===== src/rtl/gpu_fb_pkg.sv =====
// Shared framebuffer geometry, bus widths, colour constants and arbiter bus-owner states.
package gpu_fb_pkg;

    localparam int unsigned FB_COLS  = 640;
    localparam int unsigned FB_ROWS  = 400;
    localparam int unsigned FB_WORDS = FB_COLS * FB_ROWS;
    localparam int unsigned ADDR_W   = 18;
    localparam int unsigned DATA_W   = 16;

    localparam logic [DATA_W-1:0] WHITE = 16'hFFFF;
    localparam logic [DATA_W-1:0] BLUE  = 16'h00FF;

    typedef enum logic [1:0] {
        IDLE,
        RD,
        TURN,
        WR
    } arb_state_t;

endpackage


===== src/rtl/fb_sram_arbiter_if.sv =====
// Pixel-write, scan-out and SRAM bus bundle; slave is the arbiter's view, master the surroundings'.
interface fb_sram_arbiter_if #(
    parameter int unsigned ADDR_W = 18,
    parameter int unsigned DATA_W = 16
);

    logic              I_PIX_VALID;
    logic [ADDR_W-1:0] I_PIX_ADDR;
    logic [DATA_W-1:0] I_PIX_DATA;
    logic              O_PIX_READY;
    logic              I_VGA_READ;
    logic [ADDR_W-1:0] I_VGA_ADDR;
    logic [DATA_W-1:0] O_VGA_DATA;
    logic              O_VGA_DATA_VALID;
    logic [ADDR_W-1:0] O_SRAM_ADDR;
    logic [DATA_W-1:0] O_SRAM_DATA;
    logic [DATA_W-1:0] I_SRAM_DATA;
    logic              O_SRAM_READ;
    logic              O_SRAM_WRITE;
    logic [15:0]       O_DROP_CNT;

    modport slave (
        input  I_PIX_VALID, I_PIX_ADDR, I_PIX_DATA, I_VGA_READ, I_VGA_ADDR, I_SRAM_DATA,
        output O_PIX_READY, O_VGA_DATA, O_VGA_DATA_VALID, O_SRAM_ADDR, O_SRAM_DATA,
               O_SRAM_READ, O_SRAM_WRITE, O_DROP_CNT
    );

    modport master (
        output I_PIX_VALID, I_PIX_ADDR, I_PIX_DATA, I_VGA_READ, I_VGA_ADDR, I_SRAM_DATA,
        input  O_PIX_READY, O_VGA_DATA, O_VGA_DATA_VALID, O_SRAM_ADDR, O_SRAM_DATA,
               O_SRAM_READ, O_SRAM_WRITE, O_DROP_CNT
    );

endinterface


===== src/rtl/pixel_fifo.sv =====
// Synchronous FIFO of {addr, data} pixel-write entries; DEPTH must be a power of two.
module pixel_fifo #(
    parameter  int unsigned DEPTH = 16,
    parameter  int unsigned WIDTH = 34,
    localparam int unsigned PtrW  = $clog2(DEPTH),
    localparam int unsigned CntW  = PtrW + 1
) (
    input  logic             I_CLK,
    input  logic             I_RST,
    input  logic             push_i,
    input  logic [WIDTH-1:0] wdata_i,
    input  logic             pop_i,
    output logic [WIDTH-1:0] rdata_o,
    output logic             full_o,
    output logic             empty_o,
    output logic [CntW-1:0]  count_o
);

    logic [WIDTH-1:0] mem_q [DEPTH];
    logic [PtrW-1:0]  wr_ptr_q;
    logic [PtrW-1:0]  rd_ptr_q;
    logic [CntW-1:0]  count_q;
    logic             do_push;
    logic             do_pop;

    assign full_o  = (count_q == CntW'(DEPTH));
    assign empty_o = (count_q == '0);
    assign do_push = push_i && !full_o;
    assign do_pop  = pop_i && !empty_o;
    assign rdata_o = mem_q[rd_ptr_q];
    assign count_o = count_q;

    // Pointers wrap naturally because DEPTH is a power of two.
    always_ff @(posedge I_CLK) begin
        if (I_RST) begin
            wr_ptr_q <= '0;
            rd_ptr_q <= '0;
            count_q  <= '0;
        end else begin
            if (do_push) wr_ptr_q <= wr_ptr_q + PtrW'(1);
            if (do_pop)  rd_ptr_q <= rd_ptr_q + PtrW'(1);
            count_q <= count_q + CntW'(do_push) - CntW'(do_pop);
        end
    end

    always_ff @(posedge I_CLK) begin
        if (do_push) mem_q[wr_ptr_q] <= wdata_i;
    end

endmodule


===== src/rtl/fb_sram_arbiter.sv =====
// Framebuffer SRAM arbiter: VGA reads own the bus with fixed latency, queued GPU writes fill gaps.
// Define PIX_CLIP_EN to accept-but-drop pixels addressed at or beyond FB_WORDS and count them.
module fb_sram_arbiter
    import gpu_fb_pkg::*;
#(
    parameter int unsigned FIFO_DEPTH = 16,
    parameter int unsigned ADDR_W     = gpu_fb_pkg::ADDR_W,
    parameter int unsigned DATA_W     = gpu_fb_pkg::DATA_W
`ifdef PIX_CLIP_EN
    ,
    parameter int unsigned FB_WORDS   = gpu_fb_pkg::FB_WORDS
`endif
) (
    input logic              I_CLK,
    input logic              I_RST,
    fb_sram_arbiter_if.slave bus
);

    localparam int unsigned CntW  = $clog2(FIFO_DEPTH) + 1;
    localparam int unsigned FifoW = ADDR_W + DATA_W;

    arb_state_t        state_q, state_d;
    logic [ADDR_W-1:0] sram_addr_q, sram_addr_d;
    logic [DATA_W-1:0] sram_wdata_q, sram_wdata_d;
    logic              sram_read_q, sram_read_d;
    logic              sram_write_q, sram_write_d;
    logic [DATA_W-1:0] vga_data_q;
    logic              vga_valid_q;
    logic              ready_en_q;

    logic              pix_ready;
    logic              pix_accept;
    logic              fifo_push;
    logic              fifo_pop;
    logic              fifo_full;
    logic              fifo_empty;
    logic [FifoW-1:0]  fifo_rdata;
    logic [CntW-1:0]   fifo_count;

    // Ready stays low for the cycle following any reset edge.
    assign pix_ready  = ready_en_q && !fifo_full;
    assign pix_accept = bus.I_PIX_VALID && pix_ready;

`ifdef PIX_CLIP_EN
    logic        pix_in_fb;
    logic [15:0] drop_cnt_q;

    assign pix_in_fb = (32'(bus.I_PIX_ADDR) < FB_WORDS);
    assign fifo_push = pix_accept && pix_in_fb;

    always_ff @(posedge I_CLK) begin
        if (I_RST) begin
            drop_cnt_q <= '0;
        end else if (pix_accept && !pix_in_fb && (drop_cnt_q != 16'hFFFF)) begin
            drop_cnt_q <= drop_cnt_q + 16'd1;
        end
    end

    assign bus.O_DROP_CNT = drop_cnt_q;
`else
    assign fifo_push      = pix_accept;
    assign bus.O_DROP_CNT = 16'h0;
`endif

    pixel_fifo #(
        .DEPTH (FIFO_DEPTH),
        .WIDTH (FifoW)
    ) u_pixel_fifo (
        .I_CLK   (I_CLK),
        .I_RST   (I_RST),
        .push_i  (fifo_push),
        .wdata_i ({bus.I_PIX_ADDR, bus.I_PIX_DATA}),
        .pop_i   (fifo_pop),
        .rdata_o (fifo_rdata),
        .full_o  (fifo_full),
        .empty_o (fifo_empty),
        .count_o (fifo_count)
    );

    // State names the bus owner for the coming cycle; a read request always wins.
    always_comb begin
        state_d      = IDLE;
        sram_addr_d  = sram_addr_q;
        sram_wdata_d = sram_wdata_q;
        sram_read_d  = 1'b0;
        sram_write_d = 1'b0;
        fifo_pop     = 1'b0;
        if (bus.I_VGA_READ) begin
            state_d     = RD;
            sram_addr_d = bus.I_VGA_ADDR;
            sram_read_d = 1'b1;
        end else begin
            unique case (state_q)
                RD: state_d = TURN;
                IDLE, TURN, WR: begin
                    if (!fifo_empty) begin
                        state_d      = WR;
                        fifo_pop     = 1'b1;
                        sram_addr_d  = fifo_rdata[FifoW-1-:ADDR_W];
                        sram_wdata_d = fifo_rdata[DATA_W-1:0];
                        sram_write_d = 1'b1;
                    end
                end
                default: state_d = IDLE;
            endcase
        end
    end

    always_ff @(posedge I_CLK) begin
        if (I_RST) begin
            state_q      <= IDLE;
            sram_addr_q  <= '0;
            sram_wdata_q <= '0;
            sram_read_q  <= 1'b0;
            sram_write_q <= 1'b0;
            vga_data_q   <= '0;
            vga_valid_q  <= 1'b0;
            ready_en_q   <= 1'b0;
        end else begin
            state_q      <= state_d;
            sram_addr_q  <= sram_addr_d;
            sram_wdata_q <= sram_wdata_d;
            sram_read_q  <= sram_read_d;
            sram_write_q <= sram_write_d;
            vga_valid_q  <= sram_read_q;
            ready_en_q   <= 1'b1;
            if (sram_read_q) vga_data_q <= bus.I_SRAM_DATA;
        end
    end

    assign bus.O_PIX_READY      = pix_ready;
    assign bus.O_VGA_DATA       = vga_data_q;
    assign bus.O_VGA_DATA_VALID = vga_valid_q;
    assign bus.O_SRAM_ADDR      = sram_addr_q;
    assign bus.O_SRAM_DATA      = sram_wdata_q;
    assign bus.O_SRAM_READ      = sram_read_q;
    assign bus.O_SRAM_WRITE     = sram_write_q;

    a_fifo_bound: assert property (@(posedge I_CLK) disable iff (I_RST)
        fifo_count <= CntW'(FIFO_DEPTH));
    a_one_strobe: assert property (@(posedge I_CLK) disable iff (I_RST)
        !(sram_read_q && sram_write_q));

endmodule


===== src/flat_wrapper.sv =====
// flat-port wrapper written by rule: the top's interface ports become plain ports
module fb_sram_arbiter_flat import gpu_fb_pkg::*;
#(
    parameter int unsigned FIFO_DEPTH = 16,
    parameter int unsigned ADDR_W     = gpu_fb_pkg::ADDR_W,
    parameter int unsigned DATA_W     = gpu_fb_pkg::DATA_W

)
  (I_CLK, I_RST, bus_I_PIX_VALID, bus_I_PIX_ADDR, bus_I_PIX_DATA, bus_I_VGA_READ, bus_I_VGA_ADDR, bus_I_SRAM_DATA, bus_O_PIX_READY, bus_O_VGA_DATA, bus_O_VGA_DATA_VALID, bus_O_SRAM_ADDR, bus_O_SRAM_DATA, bus_O_SRAM_READ, bus_O_SRAM_WRITE, bus_O_DROP_CNT);
  fb_sram_arbiter_if #(.ADDR_W(ADDR_W), .DATA_W(DATA_W)) bus_i ();
  input logic I_CLK;
  input logic I_RST;
  input wire logic [$bits(bus_i.I_PIX_VALID)-1:0] bus_I_PIX_VALID;
  input wire logic [$bits(bus_i.I_PIX_ADDR)-1:0] bus_I_PIX_ADDR;
  input wire logic [$bits(bus_i.I_PIX_DATA)-1:0] bus_I_PIX_DATA;
  input wire logic [$bits(bus_i.I_VGA_READ)-1:0] bus_I_VGA_READ;
  input wire logic [$bits(bus_i.I_VGA_ADDR)-1:0] bus_I_VGA_ADDR;
  input wire logic [$bits(bus_i.I_SRAM_DATA)-1:0] bus_I_SRAM_DATA;
  output wire logic [$bits(bus_i.O_PIX_READY)-1:0] bus_O_PIX_READY;
  output wire logic [$bits(bus_i.O_VGA_DATA)-1:0] bus_O_VGA_DATA;
  output wire logic [$bits(bus_i.O_VGA_DATA_VALID)-1:0] bus_O_VGA_DATA_VALID;
  output wire logic [$bits(bus_i.O_SRAM_ADDR)-1:0] bus_O_SRAM_ADDR;
  output wire logic [$bits(bus_i.O_SRAM_DATA)-1:0] bus_O_SRAM_DATA;
  output wire logic [$bits(bus_i.O_SRAM_READ)-1:0] bus_O_SRAM_READ;
  output wire logic [$bits(bus_i.O_SRAM_WRITE)-1:0] bus_O_SRAM_WRITE;
  output wire logic [$bits(bus_i.O_DROP_CNT)-1:0] bus_O_DROP_CNT;
  assign bus_i.I_PIX_VALID = bus_I_PIX_VALID;
  assign bus_i.I_PIX_ADDR = bus_I_PIX_ADDR;
  assign bus_i.I_PIX_DATA = bus_I_PIX_DATA;
  assign bus_i.I_VGA_READ = bus_I_VGA_READ;
  assign bus_i.I_VGA_ADDR = bus_I_VGA_ADDR;
  assign bus_i.I_SRAM_DATA = bus_I_SRAM_DATA;
  assign bus_O_PIX_READY = bus_i.O_PIX_READY;
  assign bus_O_VGA_DATA = bus_i.O_VGA_DATA;
  assign bus_O_VGA_DATA_VALID = bus_i.O_VGA_DATA_VALID;
  assign bus_O_SRAM_ADDR = bus_i.O_SRAM_ADDR;
  assign bus_O_SRAM_DATA = bus_i.O_SRAM_DATA;
  assign bus_O_SRAM_READ = bus_i.O_SRAM_READ;
  assign bus_O_SRAM_WRITE = bus_i.O_SRAM_WRITE;
  assign bus_O_DROP_CNT = bus_i.O_DROP_CNT;
  fb_sram_arbiter #(.FIFO_DEPTH(FIFO_DEPTH), .ADDR_W(ADDR_W), .DATA_W(DATA_W)) u_core (.I_CLK(I_CLK), .I_RST(I_RST), .bus(bus_i));
endmodule

===== config.mk =====
export PLATFORM = sky130hd
export DESIGN_NAME = fb_sram_arbiter_flat
export DESIGN_NICKNAME = d
export VERILOG_FILES = /design/src/rtl/gpu_fb_pkg.sv /design/src/rtl/fb_sram_arbiter_if.sv /design/src/rtl/pixel_fifo.sv /design/src/rtl/fb_sram_arbiter.sv /design/src/flat_wrapper.sv
export SDC_FILE = /design/constraint.sdc
export NUM_CORES = 1
export LEC_CHECK = 0
export BUFFER_PORTS_ARGS = -buffer_cell sky130_fd_sc_hd__buf_2
export CAP_MARGIN = 25
export CORE_MARGIN = 3
export CORE_UTILIZATION = 54
export CTS_CLUSTER_DIAMETER = 120
export CTS_CLUSTER_SIZE = 12
export DETAILED_ROUTE_END_ITERATION = 10
export GPL_TIMING_DRIVEN = 0
export HOLD_SLACK_MARGIN = 0.05
export PLACE_DENSITY = 0.75
export RECOVER_POWER = 50
export SLEW_MARGIN = 20
export SYNTH_ARGS = -nofsm -noshare
export SYNTH_HDL_FRONTEND = slang
export SYNTH_HIERARCHICAL = 1
export SYNTH_SLANG_ARGS = --single-unit

===== constraint.sdc =====
create_clock -name I_CLK -period 4.6 [get_ports I_CLK]
set_input_delay 0.46 -clock I_CLK [delete_from_list [all_inputs] [get_ports I_CLK]]
set_output_delay 0.46 -clock I_CLK [all_outputs]
set_load 0.1 [all_outputs]

==> flow_summary_export.csv <==
group,metric,value,unit
grt,grt_antenna_before_repair,2,
clock_tree,cts_resized,0,
grt,grt_max_degree,35,
sta,maxSlewHeadroom,20.05,%
logic_synthesis,synth_largest_area_cell,"edfxtp_1",
die,die_area,46490,sq um
worst_setup_path,startpoint,"u_core/u_pixel_fifo/count_o[2]",
clock_tree,cts_tree,"done",
clock_tree,htreeDepth,2,
grt,grt_usage,23.86,%
die,die_w,215.6,um
die,num_rows,76,
logic_synthesis,synth_area,23730,sq um
logic_synthesis,async_flop_share,0,%
worst_setup_path,r2r_slack,0.77,ns
logic_synthesis,yosys_warnings,6,
detailed_routing,ant_nets,0,
logic_synthesis,netlist_instances,1180,
detailed_routing,wl_per_cell,26.70,um
grt,grt_overflow,0,
clock_tree,postCtsSetupBuffers,0,
worst_setup_path,r2r_start,"u_core/u_pixel_fifo/count_o[2]",
grt,grt_pass1_vias,12910,
power,p_leak,8.766,nW
worst_setup_path,crit_type,"flip-flop to flip-flop",
worst_setup_path,timing.rr.end,"u_core/u_pixel_fifo/count_o[4]",
worst_setup_path,crit_path_max_fanout,13,
sta,hold_slack,0.09530,ns
power,p_sw,4.082,mW
worst_setup_path,arrival,4.36,ns
sta,timing.fmax,260.8,MHz
placement,hpwl,32.72,mm
worst_setup_path,cp-endpoint,"u_core/u_pixel_fifo/count_o[4]",
layout,fillers,2914,
clock_tree,clock-root-buffer,"clkbuf_16",
sta,finClkSkew,0.02303,ns
logic_synthesis,synth_area_per_cell,20.11,sq um
sta,finalCriticalPeriod,3.834,ns
grt,grt_pass1_wl,81.97,mm
clock_tree,ctsHoldBuffers,0,
worst_setup_path,crit_top_cell,"inv_1",
power,comb_power_share,23.3,%
layout,drive_above_1_share,24.19,%
detailed_routing,first_pass_iters,5,
flow_run,maxCapViolations,0,
worst_setup_path,critical_path.slowest_cell,"or4b_1",
logic_synthesis,synthFlopType,"edfxtp_1",
power,intPower,9.871,mW
clock_tree,cts_sinks,617,
worst_setup_path,start_kind,"flip-flop",
die,initial_core_util,54.84,%
placement,routabilityCongestion,0.7565,
die,die_y,215.6,um
power,clkPwrFrac,30.9,%
sta,setup_viol,0,
worst_setup_path,max_stage_delay,0.55,ns
clock_tree,cts_buffer_depth,3,
power,swShare,29.25,%
die,io-pin-count,142,
detailed_routing,routed-via-count,12340,
sta,slew_viol_final,0,
sta,rsz0062_at_grt,"false",
clock_tree,clk_pin_slew,0.07,ns
worst_setup_path,cp_cell_sequence,"inv_1, ha_1, or4b_1, inv_1, nor3_1, buf_6, buf_12, nand2_1, inv_1, ha_1, inv_1, ha_1, fa_1, a21oi_1, nor2_1, or3_1, a21oi_1",
layout,final_nets,1486,
clock_tree,cts_buffers,57,
detailed_routing,drc_errors,0,
power,power,13.95,mW
worst_setup_path,r2r_cells,17,
detailed_routing,vias_per_cell,6.057,
logic_synthesis,synth_cell_type_count,39,
power,vdd_drop_max,360.8,uV
detailed_routing,routed_wl,54.38,mm
worst_setup_path,required,5.13,ns
layout,syn2layout_area_growth,14.63,%
sta,setup_tns,0,ns
worst_setup_path,end_kind,"flip-flop",
logic_synthesis,synth_seq_cells,617,
status,status,"finished, final reports clean",
placement,numPortBuffers,124,
power,pwr-share-seq,45.8,%
logic_synthesis,ys_top_cells_by_area,"edfxtp_1, mux4_2, dfxtp_1",
sta,worst_pin_slew,1.204,ns
logic_synthesis,synth_edf_count,544,
logic_synthesis,synth_top_area_share,68.85,%
detailed_routing,first_iter_violations,1182,
die,core,43270,sq um
clock_tree,insertion_delay,0.61,ns
logic_synthesis,synth_seq_area_share,75.01,%
hold_path,hold_class,"input pin to flip-flop",
sta,period_share,83.35,%
sta,hold_viol,0,
power,cellPowerDensity,513.0,nW/um^2
[power by group through the flow]
stage | Clock (mW) | Sequential (mW) | Combinational [mW]
2_1_floorplan | 0 | 7.16 | 1.85
3_3_place_gp | 0 | 6.49 | 3.20
3_5_place_dp | 0 | 6.49 | 3.28
4_1_cts | 4.39 | 6.38 | 3.30
5_1_grt | 4.61 | 6.40 | 3.45
6_report | 4.32 | 6.38 | 3.25
[critical path: cells and delay by family (launching register included)]
kind	cells	cell delay, ns
AND/OR/NAND/NOR	5	1.17
AO/OA/AOI/OAI	2	0.31
adder cells (fa/ha/maj)	4	1.11
buffers and inverters	6	0.83
flip-flops	1	0.31
[state kept, by name (all words and copies together) (netlist names), named ones only]
name and flops:
u_core/bus.O_VGA_DATA_VALID 1, u_core/u_pixel_fifo/count_o 5, u_core/bus.O_SRAM_ADDR 18, u_core/bus.O_SRAM_DATA 16
u_core/bus.O_SRAM_READ 1, u_core/ready_en_q 1, u_core/bus.O_VGA_DATA 16, u_core/u_pixel_fifo/mem_q 544
u_core/u_pixel_fifo/wr_ptr_q 4, u_core/u_pixel_fifo/rd_ptr_q 4, u_core/state_q 2, u_core/bus.O_SRAM_WRITE 1
[routing by layer]
layer  GRT usage, %  wire length (um)  up-vias
met5              0                13        -
met4          8.108              1668        2
met3          5.548              4850      108
met1          32.62             21450     6375
met2          38.49             26400      641
li1               -                 -     5213
[layout make-up]
type                    instances  area, sq um  share of cell area (%)
clock buffers                 105         1628                   5.985
inverters                      16        60.06                  0.2208
plain buffers                  85        531.8                   1.955
diodes                          1        2.502                0.009200
multi-input cells             477         5504                   20.24
well taps                     585        732.0                   2.691
repair buffers                148        897.1                   3.298
flip-flops and latches        617        17800                   65.43
clock inverters                 3        47.55                  0.1748
[cells by family after synthesis]
kind of cell / synth area share (%)
flops: 75.01
mux: 15.02
simple gates: 2.721
compound gates: 3.744
buf+inv: 2.499
fa+ha+maj: 0.6644
xor+xnor: 0.3322
other cells: 0.01580
[cells in the mapped netlist (all sizes together), types with 2 or more instances]
cell      n
a211oi   37
inv      15
mux2i    50
xor2      5
nor2b     8
and2     11
nor2     32
nor3b     2
buf      56
nor4      5
a21oi     5
xnor2     4
a22oi    68
nand2    70
dfxtp    73
clkbuf   29
edfxtp  544
a21o      2
ha       11
nand3     5
mux4    136
nand4     2
[worst min path at each step]
| stage | to | start | cells past startpoint | slack, ns |
|---|---|---|---|---|
| 4_1_cts | u_core/bus.O_VGA_DATA[8] | bus_I_SRAM_DATA[8] | 3 | 0.07 |
| 6_report | u_core/bus.O_VGA_DATA[4] | bus_I_SRAM_DATA[4] | 3 | 0.1 |
| 3_3_place_gp | u_core/bus.O_SRAM_DATA[3] | u_core/bus.O_SRAM_DATA[3] | 2 | 0.44 |
| 3_5_place_dp | u_core/bus.O_SRAM_DATA[13] | u_core/bus.O_SRAM_DATA[13] | 2 | 0.44 |
| 2_1_floorplan | flip-flop | u_core/u_pixel_fifo/rd_ptr_q[1] | 2 | 0.46 |
| 5_1_grt | u_core/bus.O_VGA_DATA[5] | bus_I_SRAM_DATA[5] | 3 | 0.08 |
[cell usage in the layout (no fill, tap or decap), types with 8 or more instances in the layout]
cell type	n
nand2_1	70
dfxtp_1	73
ha_1	11
mux2i_1	50
clkbuf_1	154
buf_6	20
buf_4	23
a211oi_1	26
nor2_1	28
edfxtp_1	544
buf_2	68
and2_4	8
a22oi_1	68
mux4_2	136
conb_1	16
inv_1	13
clkbuf_16	58
a211oi_2	11
[stage by stage]
step | util [%] | cell area, sq um | instances | setup WS (ns)
2_1_floorplan | - | 23810 | 1195 | -0.4991
3_3_place_gp | 58.16 | 25160 | 1904 | -1.715
3_5_place_dp | 59.21 | 25620 | 1928 | 0.8468
4_1_cts | 63.09 | 27290 | 2036 | 0.8039
5_1_grt | 62.86 | 27200 | 2036 | 0.5305
6_report | 62.87 | 27200 | 2037 | 0.7661
(Power assumes the default switching activity.)
